--- src/rtl/sega_rom_fetch.sv ---
// rtl/sega_rom_fetch.sv - program-ROM byte fetch through a direct-mapped word cache
module sega_rom_fetch #(
    parameter int INDEX_W = 2
) (
    input  logic        clk,
    input  logic        reset,
    input  logic [14:0] rom_addr,
    output logic [7:0]  rom_do,
    output logic        rom_valid,
    input  logic        flush,
    output logic        sd_req,
    output logic [13:0] sd_addr,
    input  logic [15:0] sd_data,
    input  logic        sd_ack
);
    localparam int LINES = 1 << INDEX_W;
    localparam int TAG_W = 14 - INDEX_W;

    typedef enum logic {S_IDLE, S_REQ} state_t;

    state_t                r_state;
    logic [LINES-1:0]      r_valid;
    logic [TAG_W-1:0]      r_tag  [LINES];
    logic [15:0]           r_data [LINES];
    logic                  r_drop;
    logic                  r_sd_req;
    logic [13:0]           r_sd_addr;
    logic [7:0]            r_rom_do;
    logic                  r_rom_valid;

    logic [INDEX_W-1:0]    w_idx;
    logic [TAG_W-1:0]      w_tag;
    logic [15:0]           w_word;
    logic                  w_hit;
    logic [INDEX_W-1:0]    w_fill_idx;
    logic [TAG_W-1:0]      w_fill_tag;

    assign w_idx      = rom_addr[INDEX_W:1];
    assign w_tag      = rom_addr[14:INDEX_W+1];
    assign w_word     = r_data[w_idx];
    assign w_hit      = r_valid[w_idx] && (r_tag[w_idx] == w_tag);
    // The fill target comes from the frozen request address, not the live rom_addr.
    assign w_fill_idx = r_sd_addr[INDEX_W-1:0];
    assign w_fill_tag = r_sd_addr[13:INDEX_W];

    always_ff @(posedge clk or posedge reset) begin
        if (reset) begin
            r_state     <= S_IDLE;
            r_valid     <= '0;
            r_drop      <= 1'b0;
            r_sd_req    <= 1'b0;
            r_sd_addr   <= '0;
            r_rom_do    <= 8'h00;
            r_rom_valid <= 1'b0;
            for (int i = 0; i < LINES; i++) begin
                r_tag[i]  <= '0;
                r_data[i] <= '0;
            end
        end else begin
            case (r_state)
                S_IDLE: begin
                    if (w_hit) begin
                        r_rom_do    <= rom_addr[0] ? w_word[15:8] : w_word[7:0];
                        r_rom_valid <= 1'b1;
                    end else begin
                        r_rom_valid <= 1'b0;
                        r_sd_addr   <= rom_addr[14:1];
                        r_sd_req    <= 1'b1;
                        r_state     <= S_REQ;
                    end
                end
                S_REQ: begin
                    r_rom_valid <= 1'b0;
                    if (sd_ack) begin
                        r_data[w_fill_idx] <= sd_data;
                        r_tag[w_fill_idx]  <= w_fill_tag;
                        if (!r_drop)
                            r_valid[w_fill_idx] <= 1'b1;
                        r_sd_req <= 1'b0;
                        r_drop   <= 1'b0;
                        r_state  <= S_IDLE;
                    end else if (flush) begin
                        r_drop <= 1'b1;
                    end
                end
                default: r_state <= S_IDLE;
            endcase
            // Placed last so a flush overrides a fill landing in the same cycle.
            if (flush)
                r_valid <= '0;
        end
    end

    assign rom_do    = r_rom_do;
    assign rom_valid = r_rom_valid;
    assign sd_req    = r_sd_req;
    assign sd_addr   = r_sd_addr;
endmodule

--- config.mk ---
export PLATFORM = sky130hd
export DESIGN_NAME = sega_rom_fetch
export DESIGN_NICKNAME = d
export VERILOG_FILES = /design/src/rtl/sega_rom_fetch.sv
export SDC_FILE = /design/constraint.sdc
export NUM_CORES = 1
export LEC_CHECK = 0
export BUFFER_PORTS_ARGS = -buffer_cell sky130_fd_sc_hd__buf_2
export CORE_MARGIN = 10
export CORE_UTILIZATION = 35
export CTS_CLUSTER_SIZE = 20
export DETAILED_ROUTE_END_ITERATION = 8
export GPL_ROUTABILITY_DRIVEN = 0
export GPL_TIMING_DRIVEN = 0
export PLACE_DENSITY = 0.48
export SLEW_MARGIN = 15
export SYNTH_ARGS = -nofsm -noshare
export SYNTH_HDL_FRONTEND = slang
export SYNTH_SLANG_ARGS = --single-unit
--- constraint.sdc ---
create_clock -name clk -period 9.43 [get_ports clk]
set_input_delay 0.4715 -clock clk [delete_from_list [all_inputs] [get_ports clk]]
set_output_delay 0.4715 -clock clk [all_outputs]
set_load 0.005 [all_outputs]
# Word level (Yosys, flattened, before mapping)

Cells that the tools add are included.
Widths: inputs -> output; s select.

Order comparisons: 6
Eq/ne operators: 4
Mux-type cells: 31
Bitwise gates (word level): 5
Reduce and logical (&&, ||, !) cells: 11

Operators by type and width:

| cell               | count |
|---|---|
| $bwmux 64          | 1 |
| $bwmux 48          | 1 |
| $mux 16            | 3 |
| $mux 12            | 3 |
| $bmux 16 s2        | 1 |
| $demux 16 s2       | 1 |
| $bmux 12 s2        | 1 |
| $demux 12 s2       | 1 |
| $mux 4             | 4 |
| $eq 12x12->1       | 1 |
| $reduce_and 2->1   | 5 |
| $mux 1             | 9 |
| $mux 8             | 1 |
| $ge 3x3->1 const B | 2 |
| $lt 2x3->1 const B | 2 |
| $ne 2x2->1 const B | 3 |
| $not 2->3          | 2 |
| $pmux 1 s2         | 3 |
| $or 4x4->4         | 1 |
| $reduce_bool 2->1  | 2 |
| $logic_and 1x1->1  | 3 |
| $lt 3x1->1 const B | 1 |
| $reduce_and 3->1   | 1 |
| $bmux 1 s2         | 1 |
| 3 further kinds    | 4 |

Register bits: 142
Input bits: 35
Output and inout bits: 24

# Depth between registers and ports, before layout

Gate-level depths: netlist of run 1.

Depth in word-level cells: 9
Depth in mapped cells: 10
Mapped depth without buffers: 6

# Least setup slack after synthesis of run 1

No wires, ideal clock.

Path kind: input-to-reg
From: in rom_addr[2]
To: reg r_rom_do[0] (netlist: rom_do[0])
Data arrival time: 2.339 ns
Required time: 9.302 ns
Path slack: 6.964 ns
Stages on the path: 10
Path through: buf_2 -> buf_2 -> buf_6 -> mux2i_1 -> xor2_1 -> o211ai_1 -> a21oi_1 -> and3b_1 -> buf_4 -> mux2_1

Longest elaborated chain between the ends: 7
Elaborated cells between the ends (all ways): 13
Classes of those cells: eq/ne: 1; mux: 9; bitwise: 1; reduce/logical: 2

Ends and longest elaborated chain:

| what                                       | line   | source |
|---|---|---|
| start: declaration                         | 7      | `input logic [14:0] rom_addr,` |
| $not 2->3 (not written as such)            | 40, 41 |  |
| $bmux 12 s2                                | 41     | `assign w_hit = r_valid[w_idx] && (r_tag[w_idx] == w_tag);` |
| $mux 12 (not written as such) (2 in a row) | 41     |  |
| $eq 12x12->1                               | 41     |  |
| $logic_and 1x1->1                          | 41     |  |
| $reduce_and 2->1 (no source line)          | -      |  |
| end signal: assignment                     | 63     | `r_rom_do <= rom_addr[0] ? w_word[15:8] : w_word[7:0];` |
| end: declaration                           | 28     | `logic [7:0] r_rom_do;` |

Several ways; a longest one is shown, not always the timed one. The select of a mux whose other input is x is not followed.
A chain may end at the register's enable or synchronous reset.

# Worst setup path in the final report of run 1

From: reg r_sd_addr[1] (netlist: sd_addr[1])
To: reg r_data[49] (netlist name)

Longest elaborated chain between the ends: 6
Elaborated cells between the ends (all ways): 7
Classes of those cells: order compare: 2; mux: 3; bitwise: 1; reduce/logical: 1

Ends and longest elaborated chain:

| what                                                           | line | source |
|---|---|---|
| start: declaration                                             | 27   | `logic [13:0] r_sd_addr;` |
| start signal: assignment                                       | 67   | `r_sd_addr <= rom_addr[14:1];` |
| $not 2->3 (not written as such) *                              | 75   | `r_data[w_fill_idx] <= sd_data;` |
| $ge 3x3->1 (not written as such) or $lt 3x1->1 (tied branches) | 75   |  |
| $logic_and 1x1->1 (not written as such)                        | 75   |  |
| $mux 16 (not written as such)                                  | 75   |  |
| $demux 16 s2 *                                                 | 75   |  |
| $bwmux 64 *                                                    | 75   |  |
| end signal: indexed assignment                                 | 75   |  |
| end: declaration                                               | 24   | `logic [15:0] r_data [LINES];` |

Mark *: on every way between the ends. The rest lies on a longest branch, timed or not.

==> flow_summary.html, run 1 <==
<table>
<tr><th>Metric</th><th>Value</th></tr>
<tr><th colspan="2">Clocking</th></tr>
<tr><td>Number of gates given a new drive strength after cts</td><td>0</td></tr>
<tr><td>Cts bufs inserted</td><td>17</td></tr>
<tr><td>Clock root cell</td><td>sky130_fd_sc_hd__clkbuf_16</td></tr>
<tr><td>Post-CTS repair timing setup buffer count</td><td>0</td></tr>
<tr><td>Number of H-tree branching levels</td><td>4</td></tr>
<tr><td>Clock Pin Slew Worst Setup and Hold Paths</td><td>0.05 ns</td></tr>
<tr><td>Clock net sink count</td><td>142</td></tr>
<tr><td>Max Root-Sink Buffers</td><td>2</td></tr>
<tr><td>Hold-fix buffers at CTS</td><td>0</td></tr>
<tr><td>Clock network latency to the later pin of the worst-skew pair</td><td>0.41 ns</td></tr>
<tr><td>CTS tree</td><td>built</td></tr>
<tr><th colspan="2">Worst hold path</th></tr>
<tr><td>Path category of the worst min-delay check</td><td>in2async</td></tr>
<tr><th colspan="2">STA</th></tr>
<tr><td>Final setup violation count</td><td>0</td></tr>
<tr><td>Final number of hold-violating endpoints</td><td>0</td></tr>
<tr><td>Fin. max-slew vios</td><td>0</td></tr>
<tr><td>Final clock period utilization by the worst path</td><td>28.30%</td></tr>
<tr><td>Worst hold-check slack</td><td>0.1006 ns</td></tr>
<tr><td>Setup Total Neg Slack</td><td>0 ns</td></tr>
<tr><td>Tmin final</td><td>2.668 ns</td></tr>
<tr><td>Slew of the pin with the lowest slew margin</td><td>1.006 ns</td></tr>
<tr><td>Worst rel slew slack</td><td>32.59%</td></tr>
<tr><td>RSZ-0062 raised after global routing</td><td>no</td></tr>
<tr><td>Highest clock rate</td><td>374.8 MHz</td></tr>
<tr><td>Skew final</td><td>0.006146 ns</td></tr>
<tr><th colspan="2">Logic synthesis</th></tr>
<tr><td>Compound-Gate Fraction of Synth Area</td><td>1.257%</td></tr>
<tr><td>Area of the mapped netlist</td><td>0.006270 mm^2</td></tr>
<tr><td>Portion of netlist area occupied by mux cells</td><td>36.38%</td></tr>
<tr><td>Number of distinct library cell variants in the gate-level netlist after synthesis</td><td>29</td></tr>
<tr><td>Synth Area per Inst</td><td>16.04 um^2</td></tr>
<tr><td>Share of synthesized area occupied by flip-flops and latches</td><td>56.68%</td></tr>
<tr><td>Cell count after synthesis</td><td>391</td></tr>
<tr><td>Simple-gate portion of the synthesized area</td><td>1.996%</td></tr>
<tr><td>Adder and majority gate portion of the synthesized area</td><td>0%</td></tr>
<tr><td>Yosys warnings</td><td>0</td></tr>
<tr><td>Xor/xnor share of the synthesized area</td><td>1.816%</td></tr>
<tr><td>Largest family of logic cells by synthesized area</td><td>multiplexers</td></tr>
<tr><td>Synth Register Bits</td><td>142</td></tr>
<tr><td>Nets in the synthesized netlist</td><td>426</td></tr>
<tr><th colspan="2">Pwr</th></tr>
<tr><td>Leakage component of the power</td><td>3.298 nW</td></tr>
<tr><td>Share of power burned in the clock network</td><td>33.0%</td></tr>
<tr><td>Power density over the cells</td><td>281.0 mW/mm^2</td></tr>
<tr><td>Switching power</td><td>0.5194 mW</td></tr>
<tr><td>Maximum VDD drop</td><td>0.1163 mV</td></tr>
<tr><td>Combinational fraction of design power</td><td>22.0%</td></tr>
<tr><td>Internal power</td><td>1.581 mW</td></tr>
<tr><td>Sequential share of power</td><td>45.0%</td></tr>
<tr><td>Share of total power consumed by net switching</td><td>24.73%</td></tr>
<tr><th colspan="2">Run</th></tr>
<tr><td>Max Cap Violations</td><td>0</td></tr>
<tr><th colspan="2">Route</th></tr>
<tr><td>First-pass detailed-route iteration total</td><td>4</td></tr>
<tr><td>Number of remaining DRC errors</td><td>0</td></tr>
<tr><td>Drt first-iter violations</td><td>97</td></tr>
<tr><td>Via count of the routed design</td><td>3,559</td></tr>
<tr><td>Routed len/inst</td><td>20.47 um</td></tr>
<tr><td>Sum of routed wire length over all layers</td><td>14,410 um</td></tr>
<tr><td>Antenna viol nets, final</td><td>0</td></tr>
<tr><td>Routed vias/inst</td><td>5.055</td></tr>
<tr><th colspan="2">Setup path</th></tr>
<tr><td>Cell repeated most along the worst path</td><td>sky130_fd_sc_hd__clkbuf_1</td></tr>
<tr><td>Required arrival time at the worst endpoint</td><td>9.72 ns</td></tr>
<tr><td>Arrival time at the worst endpoint</td><td>2.96 ns</td></tr>
<tr><td>Worst Setup Path Type</td><td>reg2reg</td></tr>
<tr><td>Slowest cell on the critical path</td><td>sky130_fd_sc_hd__nor3_2</td></tr>
<tr><td>Critical path cell sequence</td><td>clkbuf_1 -&gt; nor3_2 -&gt; clkbuf_1 -&gt; mux2_2</td></tr>
<tr><td>Kind of launch point of the worst setup path</td><td>register</td></tr>
<tr><td>Peak fanout along the critical path</td><td>10</td></tr>
<tr><td>Longest individual stage delay on the worst path</td><td>0.83 ns</td></tr>
<tr><td>Endpoint kind of the worst setup timing path</td><td>register</td></tr>
<tr><td>R2r worst-path depth</td><td>4</td></tr>
<tr><th colspan="2">Die</th></tr>
<tr><td>FP Rows</td><td>48</td></tr>
<tr><td>Area enclosed by the die boundary</td><td>0.02367 mm^2</td></tr>
<tr><td>Core footprint</td><td>0.01742 mm^2</td></tr>
<tr><td>Initial Util</td><td>36.00%</td></tr>
<tr><td>Die outline height</td><td>153.8 um</td></tr>
<tr><td>Die Wd</td><td>153.8 um</td></tr>
<tr><td>Number of primary I/O pins</td><td>59</td></tr>
<tr><th colspan="2">Finish</th></tr>
<tr><td>Area grow syn2layout</td><td>19.22%</td></tr>
<tr><td>Footprint of the multi-input gates</td><td>0.002599 mm^2</td></tr>
<tr><td>Number of inserted filler cells in the final layout</td><td>1,593</td></tr>
<tr><td>Most common library cell in the layout ignoring fill and taps</td><td>sky130_fd_sc_hd__dfrtp_1</td></tr>
<tr><td>Ratio of cells with drive above 1 in the final layout</td><td>53.35%</td></tr>
<tr><td>Total area of sequential cells</td><td>0.003553 mm^2</td></tr>
<tr><td>Commonest non-fill, non-tap cells in the layout</td><td>sky130_fd_sc_hd__dfrtp_1, sky130_fd_sc_hd__mux2_2, sky130_fd_sc_hd__buf_2, sky130_fd_sc_hd__mux4_2, sky130_fd_sc_hd__clkbuf_16</td></tr>
<tr><td>Final non-filler cell total</td><td>704</td></tr>
<tr><td>Final #Nets</td><td>501</td></tr>
<tr><td>Final cell area excluding filler cells</td><td>0.007475 mm^2</td></tr>
<tr><th colspan="2">Placed design</th></tr>
<tr><td>IO buf count</td><td>55</td></tr>
<tr><td>HPWL reported at the end of detailed placement</td><td>9710 um</td></tr>
<tr><td>Placed cell count</td><td>672</td></tr>
<tr><td>Placed instance area</td><td>0.006862 mm^2</td></tr>
<tr><th colspan="2">Global routing</th></tr>
<tr><td>Global route total overflow</td><td>0</td></tr>
<tr><td>Number of antenna violations at the first check in global routing</td><td>1</td></tr>
<tr><td>Global-route wire length before repair</td><td>23,170 um</td></tr>
<tr><td>Maximum number of pins on one net before global-route repair</td><td>75</td></tr>
<tr><td>GRT Util Overall</td><td>12.66%</td></tr>
<tr><td>Vias in the first global route</td><td>3,997</td></tr>
<tr><th colspan="2">Run status</th></tr>
<tr><td>Status</td><td>completed</td></tr>
</table>
-- registers in the layout (all words and copies together) (netlist names), 4 cells and up --
| register | count |
|---|---|
| r_data | 64 |
| r_tag | 48 |
| r_valid | 4 |
| sd_addr | 14 |
| rom_do | 8 |
-- cells by family (layout without fill, tap and decap cells) --
| kind of cell | count (synthesis) | in the layout |
|---|---|---|
| buffers and inverters | 24 | 111 |
| multiplexers | 175 | 175 |
| AND/OR/NAND/NOR | 24 | 24 |
| AO/OA/AOI/OAI | 13 | 13 |
| flip-flops | 142 | 142 |
| XOR/XNOR | 13 | 13 |
| other | 0 | 1 |
-- synth_stat cells, drive strengths merged --
library cell	count	area share, %
mux2i	7	1.1
o32ai	1	0.14
mux4	25	9.0
xnor2	9	1.3
nor3	1	0.16
nor2b	1	0.10
and4b	1	0.16
nand4	1	0.10
nand2b	1	0.10
and3b	1	0.14
a21oi	9	0.78
clkbuf	10	0.60
o211ai	2	0.24
buf	10	1.0
nor2	9	0.54
mux2	143	26
nand2	5	0.30
inv	4	0.24
and3	2	0.20
dfrtp	142	57
xor2	4	0.56
and2	2	0.20
o22ai	1	0.10
-- area by class of cell --
type / instances / share of cell area, %
Multi-Input combinational cell: 225 / 34.77
Tap cell: 225 / 3.766
Timing Repair Buffer: 56 / 4.051
Clock inverter: 6 / 1.406
Buffer: 20 / 1.373
Clock buffer: 25 / 6.763
Sequential cell: 142 / 47.54
Inverter: 4 / 0.3013
Antenna cell: 1 / 0.03348
-- per-stage QoR --
stage	setup slack (ns)	util (%)	power [mW]
floorplan	5.149	-	1.293
global placement	3.441	39.20	1.400
detailed placement	6.234	39.40	1.427
CTS	6.675	42.90	2.134
global route	6.560	42.90	2.221
finish	6.762	42.92	2.101
-- layer usage --
layer | vias to the layer above | track usage, % | wire (um)
li1 | 1595 | - | -
met1 | 1895 | 15.90 | 6430
met2 | 55 | 20.50 | 7254
met3 | 14 | 3.626 | 566
met4 | 0 | 4.184 | 158
met5 | - | 0 | 0
-- final timing paths --
| check | from | to | slack (ns) |
|---|---|---|---|
| setup / recovery | sd_addr[1]$_DFFE_PP0P_ | r_data[49]$_DFFE_PP0P_ | 6.76 |
| setup reg to reg | sd_addr[1]$_DFFE_PP0P_ | r_data[49]$_DFFE_PP0P_ | 6.76 |
| hold / removal | reset | r_data[61]$_DFFE_PP0P_ | 0.10 |
| hold reg to reg | rom_do[4]$_DFFE_PP0P_ | rom_do[4]$_DFFE_PP0P_ | 0.48 |
| max in group asynchronous | reset | r_drop$_DFFE_PP0P_ | 8.59 |
| min in group clk | flush | r_valid[1]$_DFFE_PP0P_ | 0.27 |
-- worst max-delay path: cells and delay by family (launching register included) --
| family | cells | cell delay (ns) |
|---|---|---|
| buffers and inverters | 2 | 0.90 |
| AND/OR/NAND/NOR | 1 | 0.83 |
| multiplexers | 1 | 0.42 |
| flip-flops | 1 | 0.40 |
-- power groups by stage --
| stage | logic [mW] | clock network, mW | registers (mW) |
|---|---|---|---|
| 2_1_floorplan | 0.378 | 0 | 0.915 |
| 4_1_cts | 0.476 | 0.713 | 0.945 |
| 6_report | 0.462 | 0.693 | 0.945 |
| 5_1_grt | 0.509 | 0.738 | 0.974 |
| 3_5_place_dp | 0.473 | 0 | 0.954 |
| 3_3_place_gp | 0.457 | 0 | 0.944 |
No activity file was read; power rests on OpenSTA's default activity.
==> inputs of run 2 (changes only) <==
--- a/config.mk
+++ b/config.mk
@@ -5,6 +5,7 @@
 export SDC_FILE = /design/constraint.sdc
 export NUM_CORES = 1
 export LEC_CHECK = 0
+export ABC_AREA = 1
 export BUFFER_PORTS_ARGS = -buffer_cell sky130_fd_sc_hd__buf_2
 export CORE_MARGIN = 10
 export CORE_UTILIZATION = 35
@@ -12,7 +13,7 @@
 export DETAILED_ROUTE_END_ITERATION = 8
 export GPL_ROUTABILITY_DRIVEN = 0
 export GPL_TIMING_DRIVEN = 0
-export PLACE_DENSITY = 0.48
+export PLACE_DENSITY = 0.5
 export SLEW_MARGIN = 15
 export SYNTH_ARGS = -nofsm -noshare
 export SYNTH_HDL_FRONTEND = slang
==> constraint.sdc (replaced) <==
create_clock -name clk -period 2.4 [get_ports clk]
set_input_delay 0.12 -clock clk [delete_from_list [all_inputs] [get_ports clk]]
set_output_delay 0.12 -clock clk [all_outputs]
set_load 0.005 [all_outputs]
==> run 2 against run 1 <==
Against the previous run:
- first-iteration DRC count grew to 3.4 times the previous value
- via count grew 57%
- routed wire length grew 41%
- core utilization grew 1.5 points
- critical path depth grew 1
- worst setup slack lost 6.5 ns
- synthesized area grew 3.7%
- non-clock buffer count grew 61
- die area grew 3.2%
- clock power grew to 3.8 times the previous value
- largest cell class unchanged
==> flow_summary.html, run 2 <==
<table>
<tr><th>Metric</th><th>Value</th></tr>
<tr><th colspan="2">Route</th></tr>
<tr><td>First-pass detailed-route iteration total</td><td>5 (was 4)</td></tr>
<tr><td>Routed vias/inst</td><td>4.917 (was 5.055)</td></tr>
<tr><td>Via count of the routed design</td><td>5,596 (was 3,559)</td></tr>
<tr><td>Sum of routed wire length over all layers</td><td>20,330 um (was 14,410 um)</td></tr>
<tr><td>Antenna viol nets, final</td><td>0 (unchanged)</td></tr>
<tr><td>Number of remaining DRC errors</td><td>0 (unchanged)</td></tr>
<tr><td>Routed len/inst</td><td>17.87 um (was 20.47 um)</td></tr>
<tr><td>Drt first-iter violations</td><td>334 (was 97)</td></tr>
<tr><th colspan="2">Setup path</th></tr>
<tr><td>Peak fanout along the critical path</td><td>10 (unchanged)</td></tr>
<tr><td>Kind of launch point of the worst setup path</td><td>register (unchanged)</td></tr>
<tr><td>Arrival time at the worst endpoint</td><td>2.41 ns (was 2.96 ns)</td></tr>
<tr><td>Worst Setup Path Type</td><td>reg2reg (unchanged)</td></tr>
<tr><td>Endpoint kind of the worst setup timing path</td><td>register (unchanged)</td></tr>
<tr><td>Required arrival time at the worst endpoint</td><td>2.68 ns (was 9.72 ns)</td></tr>
<tr><th colspan="2">Logic synthesis</th></tr>
<tr><td>Yosys warnings</td><td>0 (unchanged)</td></tr>
<tr><td>EDFF count, synth</td><td>0 (unchanged)</td></tr>
<tr><td>Leading register cell type out of synthesis</td><td>sky130_fd_sc_hd__dfrtp_1 (unchanged)</td></tr>
<tr><td>Largest area contributor in the netlist</td><td>sky130_fd_sc_hd__dfrtp_1 (unchanged)</td></tr>
<tr><td>Share of synthesized area occupied by flip-flops and latches</td><td>54.68% (was 56.68%)</td></tr>
<tr><td>Area contributors post-synth</td><td>sky130_fd_sc_hd__dfrtp_1, sky130_fd_sc_hd__nand2_1, sky130_fd_sc_hd__o21ai_0, sky130_fd_sc_hd__inv_1, sky130_fd_sc_hd__a21oi_1 (was sky130_fd_sc_hd__dfrtp_1, sky130_fd_sc_hd__mux2_2, sky130_fd_sc_hd__mux4_2, sky130_fd_sc_hd__mux2_4, sky130_fd_sc_hd__mux2_1)</td></tr>
<tr><td>Dominant cell by count in the synthesized netlist</td><td>sky130_fd_sc_hd__nand2_1 (was sky130_fd_sc_hd__dfrtp_1)</td></tr>
<tr><td>Commonest cells post-synth</td><td>sky130_fd_sc_hd__nand2_1, sky130_fd_sc_hd__dfrtp_1, sky130_fd_sc_hd__o21ai_0 (was sky130_fd_sc_hd__dfrtp_1, sky130_fd_sc_hd__mux2_2, sky130_fd_sc_hd__mux4_2)</td></tr>
<tr><td>Synth Register Bits</td><td>142 (unchanged)</td></tr>
<tr><td>Number of distinct library cell variants in the gate-level netlist after synthesis</td><td>22 (was 29)</td></tr>
<tr><td>Area of the mapped netlist</td><td>0.006499 mm^2 (was 0.006270 mm^2)</td></tr>
<tr><td>Nets in the synthesized netlist</td><td>825 (was 426)</td></tr>
<tr><td>Synth Area per Inst</td><td>8.226 um^2 (was 16.04 um^2)</td></tr>
<tr><td>Share of async-settable or async-resettable flops after synthesis</td><td>100.0% (unchanged)</td></tr>
<tr><td>Cell count after synthesis</td><td>790 (was 391)</td></tr>
<tr><td>Top cell type's share of synthesized area</td><td>54.68% (was 56.68%)</td></tr>
<tr><th colspan="2">Die</th></tr>
<tr><td>Area enclosed by the die boundary</td><td>0.02442 mm^2 (was 0.02367 mm^2)</td></tr>
<tr><td>Number of primary I/O pins</td><td>59 (unchanged)</td></tr>
<tr><td>Die outline height</td><td>156.3 um (was 153.8 um)</td></tr>
<tr><td>Initial Util</td><td>35.93% (was 36.00%)</td></tr>
<tr><td>Core footprint</td><td>0.01809 mm^2 (was 0.01742 mm^2)</td></tr>
<tr><td>FP Rows</td><td>49 (was 48)</td></tr>
<tr><td>Die Wd</td><td>156.3 um (was 153.8 um)</td></tr>
<tr><th colspan="2">Finish</th></tr>
<tr><td>Register bank with the most flops</td><td>r_data (unchanged)</td></tr>
<tr><td>Core Util, Final</td><td>44.40% (was 42.92%)</td></tr>
<tr><td>Flip-flop count of the largest register, all copies and words added</td><td>64 (unchanged)</td></tr>
<tr><td>Number of inserted filler cells in the final layout</td><td>1,832 (was 1,593)</td></tr>
<tr><td>Final non-filler cell total</td><td>1,138 (was 704)</td></tr>
<tr><td>Commonest non-fill, non-tap cells in the layout</td><td>sky130_fd_sc_hd__nand2_1, sky130_fd_sc_hd__dfrtp_1, sky130_fd_sc_hd__o21ai_0, sky130_fd_sc_hd__buf_2, sky130_fd_sc_hd__inv_1 (was sky130_fd_sc_hd__dfrtp_1, sky130_fd_sc_hd__mux2_2, sky130_fd_sc_hd__buf_2, sky130_fd_sc_hd__mux4_2, sky130_fd_sc_hd__clkbuf_16)</td></tr>
<tr><td>Area grow syn2layout</td><td>23.57% (was 19.22%)</td></tr>
<tr><td>Final cell area excluding filler cells</td><td>0.008030 mm^2 (was 0.007475 mm^2)</td></tr>
<tr><td>Most common library cell in the layout ignoring fill and taps</td><td>sky130_fd_sc_hd__nand2_1 (was sky130_fd_sc_hd__dfrtp_1)</td></tr>
<tr><td>Antenna Cells</td><td>0 (was 1)</td></tr>
<tr><td>Final #Nets</td><td>933 (was 501)</td></tr>
<tr><td>Ratio of cells with drive above 1 in the final layout</td><td>14.19% (was 53.35%)</td></tr>
<tr><th colspan="2">STA</th></tr>
<tr><td>Worst path setup slack after routing</td><td>0.2666 ns (was 6.762 ns)</td></tr>
<tr><td>Slew of the pin with the lowest slew margin</td><td>0.6715 ns (was 1.006 ns)</td></tr>
<tr><td>Tmin final</td><td>2.133 ns (was 2.668 ns)</td></tr>
<tr><td>Worst rel slew slack</td><td>55.23% (was 32.59%)</td></tr>
<tr><td>RSZ-0062 raised after global routing</td><td>no (unchanged)</td></tr>
<tr><td>Worst hold-check slack</td><td>0.02595 ns (was 0.1006 ns)</td></tr>
<tr><td>Final clock period utilization by the worst path</td><td>88.89% (was 28.30%)</td></tr>
<tr><td>Final number of hold-violating endpoints</td><td>0 (unchanged)</td></tr>
<tr><td>Setup Total Neg Slack</td><td>0 ns (unchanged)</td></tr>
<tr><td>Final setup violation count</td><td>0 (unchanged)</td></tr>
<tr><td>Fin. max-slew vios</td><td>0 (unchanged)</td></tr>
<tr><td>Skew final</td><td>0.005388 ns (was 0.006146 ns)</td></tr>
<tr><td>Highest clock rate</td><td>468.7 MHz (was 374.8 MHz)</td></tr>
<tr><th colspan="2">Global routing</th></tr>
<tr><td>Maximum number of pins on one net before global-route repair</td><td>35 (was 75)</td></tr>
<tr><td>Global route total overflow</td><td>0 (unchanged)</td></tr>
<tr><td>Number of antenna violations at the first check in global routing</td><td>0 (was 1)</td></tr>
<tr><td>GRT Util Overall</td><td>17.29% (was 12.66%)</td></tr>
<tr><td>Vias in the first global route</td><td>5,797 (was 3,997)</td></tr>
<tr><td>Global-route wire length before repair</td><td>32,910 um (was 23,170 um)</td></tr>
<tr><th colspan="2">Placed design</th></tr>
<tr><td>IO buf count</td><td>55 (unchanged)</td></tr>
<tr><td>HPWL reported at the end of detailed placement</td><td>13,840 um (was 9710 um)</td></tr>
<tr><td>Placed instance area</td><td>0.007144 mm^2 (was 0.006862 mm^2)</td></tr>
<tr><td>Placed cell count</td><td>1,078 (was 672)</td></tr>
<tr><td>Worst setup timing slack at the placement stage</td><td>0.2041 ns (was 6.234 ns)</td></tr>
<tr><th colspan="2">Pwr</th></tr>
<tr><td>Total power</td><td>7.623 mW (was 2.101 mW)</td></tr>
<tr><td>Power density over the cells</td><td>949.3 mW/mm^2 (was 281.0 mW/mm^2)</td></tr>
<tr><td>Leakage component of the power</td><td>3.969 nW (was 3.298 nW)</td></tr>
<tr><td>Maximum VDD drop</td><td>0.5199 mV (was 0.1163 mV)</td></tr>
<tr><th colspan="2">Clocking</th></tr>
<tr><td>Post-CTS repair timing setup buffer count</td><td>0 (unchanged)</td></tr>
<tr><td>Cts bufs inserted</td><td>17 (unchanged)</td></tr>
<tr><td>Clock Pin Slew Worst Setup and Hold Paths</td><td>0.06 ns (was 0.05 ns)</td></tr>
<tr><td>CTS tree</td><td>built (unchanged)</td></tr>
<tr><td>Number of H-tree branching levels</td><td>4 (unchanged)</td></tr>
<tr><td>Clock network latency to the later pin of the worst-skew pair</td><td>0.42 ns (was 0.41 ns)</td></tr>
<tr><td>Max Root-Sink Buffers</td><td>2 (unchanged)</td></tr>
<tr><td>Clock root cell</td><td>sky130_fd_sc_hd__clkbuf_16 (unchanged)</td></tr>
<tr><td>Clock net sink count</td><td>142 (unchanged)</td></tr>
<tr><th colspan="2">Worst hold path</th></tr>
<tr><td>Path category of the worst min-delay check</td><td>in2reg (was in2async)</td></tr>
<tr><th colspan="2">Run status</th></tr>
<tr><td>Status</td><td>completed (unchanged)</td></tr>
<tr><th colspan="2">Run</th></tr>
<tr><td>Max Cap Violations</td><td>0 (unchanged)</td></tr>
</table>
-- run 2: per-layer routing --
metal  track usage, %  part of all wire, %  routed length (um)
met1            24.17                   49               10060
met2            26.49                   45                9195
met3            3.947                  4.3                 883
met4            4.315                 0.97                 198
met5                0                    0                   0
-- run 2: timing repair --
item | 4_1_cts | 5_1_grt
setup endpoints to repair | 0 | 8
hold buffers | 30 | 0
hold endpoints to repair | 54 | 0
gates resized for setup | 0 | 2
-- run 2: worst paths after layout --
kind                                         from                    end  slack (ns)  depth (start not counted)
setup / recovery           sd_addr[0]$_DFFE_PP0P_   r_tag[3]$_DFFE_PP0P_        0.27                          5
hold / removal                             sd_ack     r_drop$_DFFE_PP0P_        0.03                          4
setup reg to reg           sd_addr[0]$_DFFE_PP0P_   r_tag[3]$_DFFE_PP0P_        0.27                          5
hold reg to reg             rom_do[7]$_DFFE_PP0P_  rom_do[7]$_DFFE_PP0P_        0.48                          2
max in group asynchronous                   reset  rom_do[5]$_DFFE_PP0P_        1.31                          5
min in group asynchronous                   reset  r_data[5]$_DFFE_PP0P_        0.32                          3
-- run 2: layout make-up --
class | instances | area, um^2 | area share [%]
flip-flops and latches | 142 | 3553 | 44.25
inverters | 60 | 234.0 | 2.914
plain buffers | 48 | 257.7 | 3.210
clock inverters | 6 | 82.58 | 1.028
well taps | 229 | 286.5 | 3.568
repair buffers | 89 | 655.6 | 8.165
multi-input cells | 540 | 2459 | 30.62
clock buffers | 24 | 501.7 | 6.248
-- run 2: critical path, cell delays in order, from the launching register on --
cell                       delay [ns]
sky130_fd_sc_hd__dfrtp_1         0.44
sky130_fd_sc_hd__inv_1           0.08
sky130_fd_sc_hd__nor3_1          0.30
sky130_fd_sc_hd__clkbuf_1        0.47
sky130_fd_sc_hd__clkbuf_1        0.54
sky130_fd_sc_hd__a21oi_1         0.15
-- run 2: logic make-up after synthesis --
| group | Yosys count | share of synthesized area (%) |
|---|---|---|
| compound gates | 187 | 15.36 |
| xor+xnor | 2 | 0.2696 |
| buf+inv | 108 | 7.489 |
| flops | 142 | 54.68 |
| simple gates | 351 | 22.20 |
-- run 2: report_power, final --
group          switching (mW)  leakage, nW  internal, mW
combinational           0.917         1.90         0.612
clock                   0.985        0.288          1.65
sequential              0.347         1.78          3.11
==> inputs of run 3 (changes only) <==
--- a/config.mk
+++ b/config.mk
@@ -6,14 +6,15 @@
 export NUM_CORES = 1
 export LEC_CHECK = 0
 export ABC_AREA = 1
+export ABC_CLOCK_PERIOD_IN_PS = 2400
 export BUFFER_PORTS_ARGS = -buffer_cell sky130_fd_sc_hd__buf_2
 export CORE_MARGIN = 10
-export CORE_UTILIZATION = 35
+export CORE_UTILIZATION = 40
 export CTS_CLUSTER_SIZE = 20
 export DETAILED_ROUTE_END_ITERATION = 8
 export GPL_ROUTABILITY_DRIVEN = 0
 export GPL_TIMING_DRIVEN = 0
-export PLACE_DENSITY = 0.5
+export PLACE_DENSITY = 0.56
 export SLEW_MARGIN = 15
 export SYNTH_ARGS = -nofsm -noshare
 export SYNTH_HDL_FRONTEND = slang
==> run 3 against run 2 <==
Against the previous run:
- clock skew is 0.0024 ns higher
- critical path depth is 1 higher
- register-to-register slack worse by 0.05 ns
- core utilization is 6.1 points higher
- worst setup slack worse by 0.054 ns
- count of clock-buffer cells in the layout is 3 higher
==> flow_summary.html, run 3 (synthesis results as in run 2) <==
<table>
<tr><th>Metric</th><th>Value</th></tr>
<tr><th colspan="2">Finish</th></tr>
<tr><td>Number of inserted filler cells in the final layout</td><td>1,544 (was 1,832)</td></tr>
<tr><td>Flip-flop count of the largest register, all copies and words added</td><td>64 (unchanged)</td></tr>
<tr><td>Commonest non-fill, non-tap cells in the layout</td><td>sky130_fd_sc_hd__nand2_1, sky130_fd_sc_hd__dfrtp_1, sky130_fd_sc_hd__o21ai_0, sky130_fd_sc_hd__buf_2, sky130_fd_sc_hd__inv_1 (unchanged)</td></tr>
<tr><td>Antenna Cells</td><td>0 (unchanged)</td></tr>
<tr><td>Register bank with the most flops</td><td>r_data (unchanged)</td></tr>
<tr><td>Ratio of cells with drive above 1 in the final layout</td><td>14.18% (was 14.19%)</td></tr>
<tr><td>Core Util, Final</td><td>50.53% (was 44.40%)</td></tr>
<tr><td>Area grow syn2layout</td><td>23.51% (was 23.57%)</td></tr>
<tr><td>Most common library cell in the layout ignoring fill and taps</td><td>sky130_fd_sc_hd__nand2_1 (unchanged)</td></tr>
<tr><td>Final cell area excluding filler cells</td><td>0.008026 mm^2 (was 0.008030 mm^2)</td></tr>
<tr><td>Final #Nets</td><td>932 (was 933)</td></tr>
<tr><th colspan="2">Route</th></tr>
<tr><td>Routed vias/inst</td><td>5.154 (was 4.917)</td></tr>
<tr><td>Routed len/inst</td><td>17.55 um (was 17.87 um)</td></tr>
<tr><td>Drt first-iter violations</td><td>437 (was 334)</td></tr>
<tr><td>First-pass detailed-route iteration total</td><td>6 (was 5)</td></tr>
<tr><td>Number of remaining DRC errors</td><td>0 (unchanged)</td></tr>
<tr><td>Antenna viol nets, final</td><td>0 (unchanged)</td></tr>
<tr><td>Via count of the routed design</td><td>5,803 (was 5,596)</td></tr>
<tr><td>Sum of routed wire length over all layers</td><td>19,760 um (was 20,330 um)</td></tr>
<tr><th colspan="2">STA</th></tr>
<tr><td>Slew of the pin with the lowest slew margin</td><td>0.7167 ns (was 0.6715 ns)</td></tr>
<tr><td>Highest clock rate</td><td>457.2 MHz (was 468.7 MHz)</td></tr>
<tr><td>Final setup violation count</td><td>0 (unchanged)</td></tr>
<tr><td>Tmin final</td><td>2.187 ns (was 2.133 ns)</td></tr>
<tr><td>Skew final</td><td>0.007813 ns (was 0.005388 ns)</td></tr>
<tr><td>Fin. max-slew vios</td><td>0 (unchanged)</td></tr>
<tr><td>Final number of hold-violating endpoints</td><td>0 (unchanged)</td></tr>
<tr><td>Worst rel slew slack</td><td>52.22% (was 55.23%)</td></tr>
<tr><td>Final clock period utilization by the worst path</td><td>91.13% (was 88.89%)</td></tr>
<tr><td>RSZ-0062 raised after global routing</td><td>no (unchanged)</td></tr>
<tr><th colspan="2">Global routing</th></tr>
<tr><td>Maximum number of pins on one net before global-route repair</td><td>35 (unchanged)</td></tr>
<tr><td>Global-route wire length before repair</td><td>31,980 um (was 32,910 um)</td></tr>
<tr><td>GRT Util Overall</td><td>18.76% (was 17.29%)</td></tr>
<tr><td>Global route total overflow</td><td>0 (unchanged)</td></tr>
<tr><td>Number of antenna violations at the first check in global routing</td><td>0 (unchanged)</td></tr>
<tr><td>Vias in the first global route</td><td>5,823 (was 5,797)</td></tr>
<tr><th colspan="2">Run</th></tr>
<tr><td>Max Cap Violations</td><td>0 (unchanged)</td></tr>
<tr><th colspan="2">Clocking</th></tr>
<tr><td>Clock Pin Slew Worst Setup and Hold Paths</td><td>0.06 ns (about the same)</td></tr>
<tr><td>Post-CTS repair timing setup buffer count</td><td>0 (unchanged)</td></tr>
<tr><td>Number of H-tree branching levels</td><td>4 (unchanged)</td></tr>
<tr><td>Clock net sink count</td><td>142 (unchanged)</td></tr>
<tr><td>Cts bufs inserted</td><td>17 (unchanged)</td></tr>
<tr><td>CTS tree</td><td>built (unchanged)</td></tr>
<tr><td>Clock root cell</td><td>sky130_fd_sc_hd__clkbuf_16 (unchanged)</td></tr>
<tr><td>Clock network latency to the later pin of the worst-skew pair</td><td>0.43 ns (was 0.42 ns)</td></tr>
<tr><td>Max Root-Sink Buffers</td><td>2 (unchanged)</td></tr>
<tr><th colspan="2">Pwr</th></tr>
<tr><td>Power density over the cells</td><td>960.9 mW/mm^2 (was 949.3 mW/mm^2)</td></tr>
<tr><td>Leakage component of the power</td><td>3.977 nW (was 3.969 nW)</td></tr>
<tr><td>Maximum VDD drop</td><td>0.5589 mV (was 0.5199 mV)</td></tr>
<tr><th colspan="2">Placed design</th></tr>
<tr><td>HPWL reported at the end of detailed placement</td><td>13,550 um (was 13,840 um)</td></tr>
<tr><td>Placed instance area</td><td>0.007128 mm^2 (was 0.007144 mm^2)</td></tr>
<tr><td>IO buf count</td><td>55 (unchanged)</td></tr>
<tr><th colspan="2">Die</th></tr>
<tr><td>Core footprint</td><td>0.01589 mm^2 (was 0.01809 mm^2)</td></tr>
<tr><td>FP Rows</td><td>46 (was 49)</td></tr>
<tr><td>Area enclosed by the die boundary</td><td>0.02175 mm^2 (was 0.02442 mm^2)</td></tr>
<tr><td>Initial Util</td><td>40.91% (was 35.93%)</td></tr>
<tr><td>Die outline height</td><td>147.5 um (was 156.3 um)</td></tr>
<tr><td>Number of primary I/O pins</td><td>59 (unchanged)</td></tr>
<tr><td>Die Wd</td><td>147.5 um (was 156.3 um)</td></tr>
<tr><th colspan="2">Setup path</th></tr>
<tr><td>Required arrival time at the worst endpoint</td><td>2.75 ns (was 2.68 ns)</td></tr>
<tr><td>Peak fanout along the critical path</td><td>10 (unchanged)</td></tr>
<tr><td>Kind of launch point of the worst setup path</td><td>register (unchanged)</td></tr>
<tr><td>Worst Setup Path Type</td><td>reg2reg (unchanged)</td></tr>
<tr><td>Endpoint kind of the worst setup timing path</td><td>register (unchanged)</td></tr>
<tr><td>Arrival time at the worst endpoint</td><td>2.53 ns (was 2.41 ns)</td></tr>
<tr><th colspan="2">Worst hold path</th></tr>
<tr><td>Path category of the worst min-delay check</td><td>in2reg (unchanged)</td></tr>
<tr><th colspan="2">Run status</th></tr>
<tr><td>Status</td><td>completed (unchanged)</td></tr>
</table>
run 3: stage by stage:
stage	setup WS, ns	setup TNS (ns)	total power, mW	std cells	hold WS, ns
6_report	0.2128	0	7.712	1126	0.003169
3_5_place_dp	0.2399	0	4.996	1065	0.2353
2_1_floorplan	0.5029	0	4.493	790	0.1831
4_1_cts	0.2053	0	7.755	1126	0.002353
3_3_place_gp	-0.4161	-57.97	4.905	1061	0.3444
5_1_grt	0.03811	0	8.193	1126	0.02558
run 3: layout make-up:
type	count	area (um^2)	area share, %
Sequential cell	142	3553	44.27
Multi-Input combinational cell	540	2459	30.63
Timing Repair Buffer	88	645.6	8.044
Clock buffer	27	533.0	6.641
Tap cell	216	270.3	3.367
Buffer	48	256.5	3.196
Inverter	60	234.0	2.915
Clock inverter	5	75.07	0.9353
run 3: layer usage:
metal | routed length [um] | global-route usage (%) | share of wire [%]
met5 | 0 | 0 | 0
met4 | 363 | 6.591 | 1.8
met3 | 1180 | 3.877 | 6.0
met2 | 8980 | 29.24 | 45
met1 | 9233 | 25.34 | 47
run 3: timing repair:
item                                   CTS  global route
endpoints found under the hold margin   60             0
hold buffers                            29             0
gates resized for setup                  0             0
run 3: worst paths after layout:
| kind | start | to | slack [ns] | cells past startpoint |
|---|---|---|---|---|
| min reg2reg | r_data[22]$_DFFE_PP0P_ | r_data[22]$_DFFE_PP0P_ | 0.48 | 2 |
| max reg2reg | sd_addr[0]$_DFFE_PP0P_ | r_tag[2]$_DFFE_PP0P_ | 0.21 | 6 |
| min in group asynchronous | reset | r_valid[1]$_DFFE_PP0P_ | 0.32 | 3 |
| min | rom_addr[4] | sd_addr[3]$_DFFE_PP0P_ | 0.003 | 3 |
| max | sd_addr[0]$_DFFE_PP0P_ | r_tag[2]$_DFFE_PP0P_ | 0.21 | 6 |
| max in group asynchronous | reset | r_tag[25]$_DFFE_PP0P_ | 1.28 | 5 |
run 3: worst max-delay path, stage by stage, from the launching register on:
cell                       delay (ns)
sky130_fd_sc_hd__dfrtp_1         0.44
sky130_fd_sc_hd__inv_1           0.08
sky130_fd_sc_hd__nor3_1          0.25
sky130_fd_sc_hd__clkbuf_1        0.48
sky130_fd_sc_hd__clkbuf_1        0.59
sky130_fd_sc_hd__nor2_1          0.11
sky130_fd_sc_hd__a21oi_1         0.15
run 3: power by group:
group	leakage [nW]	total [mW]	internal [mW]	switching, mW
sequential	1.78	3.47	3.11	0.360
combinational	1.89	1.54	0.611	0.933
clock	0.303	2.70	1.72	0.978
total	3.98	7.71	5.44	2.27
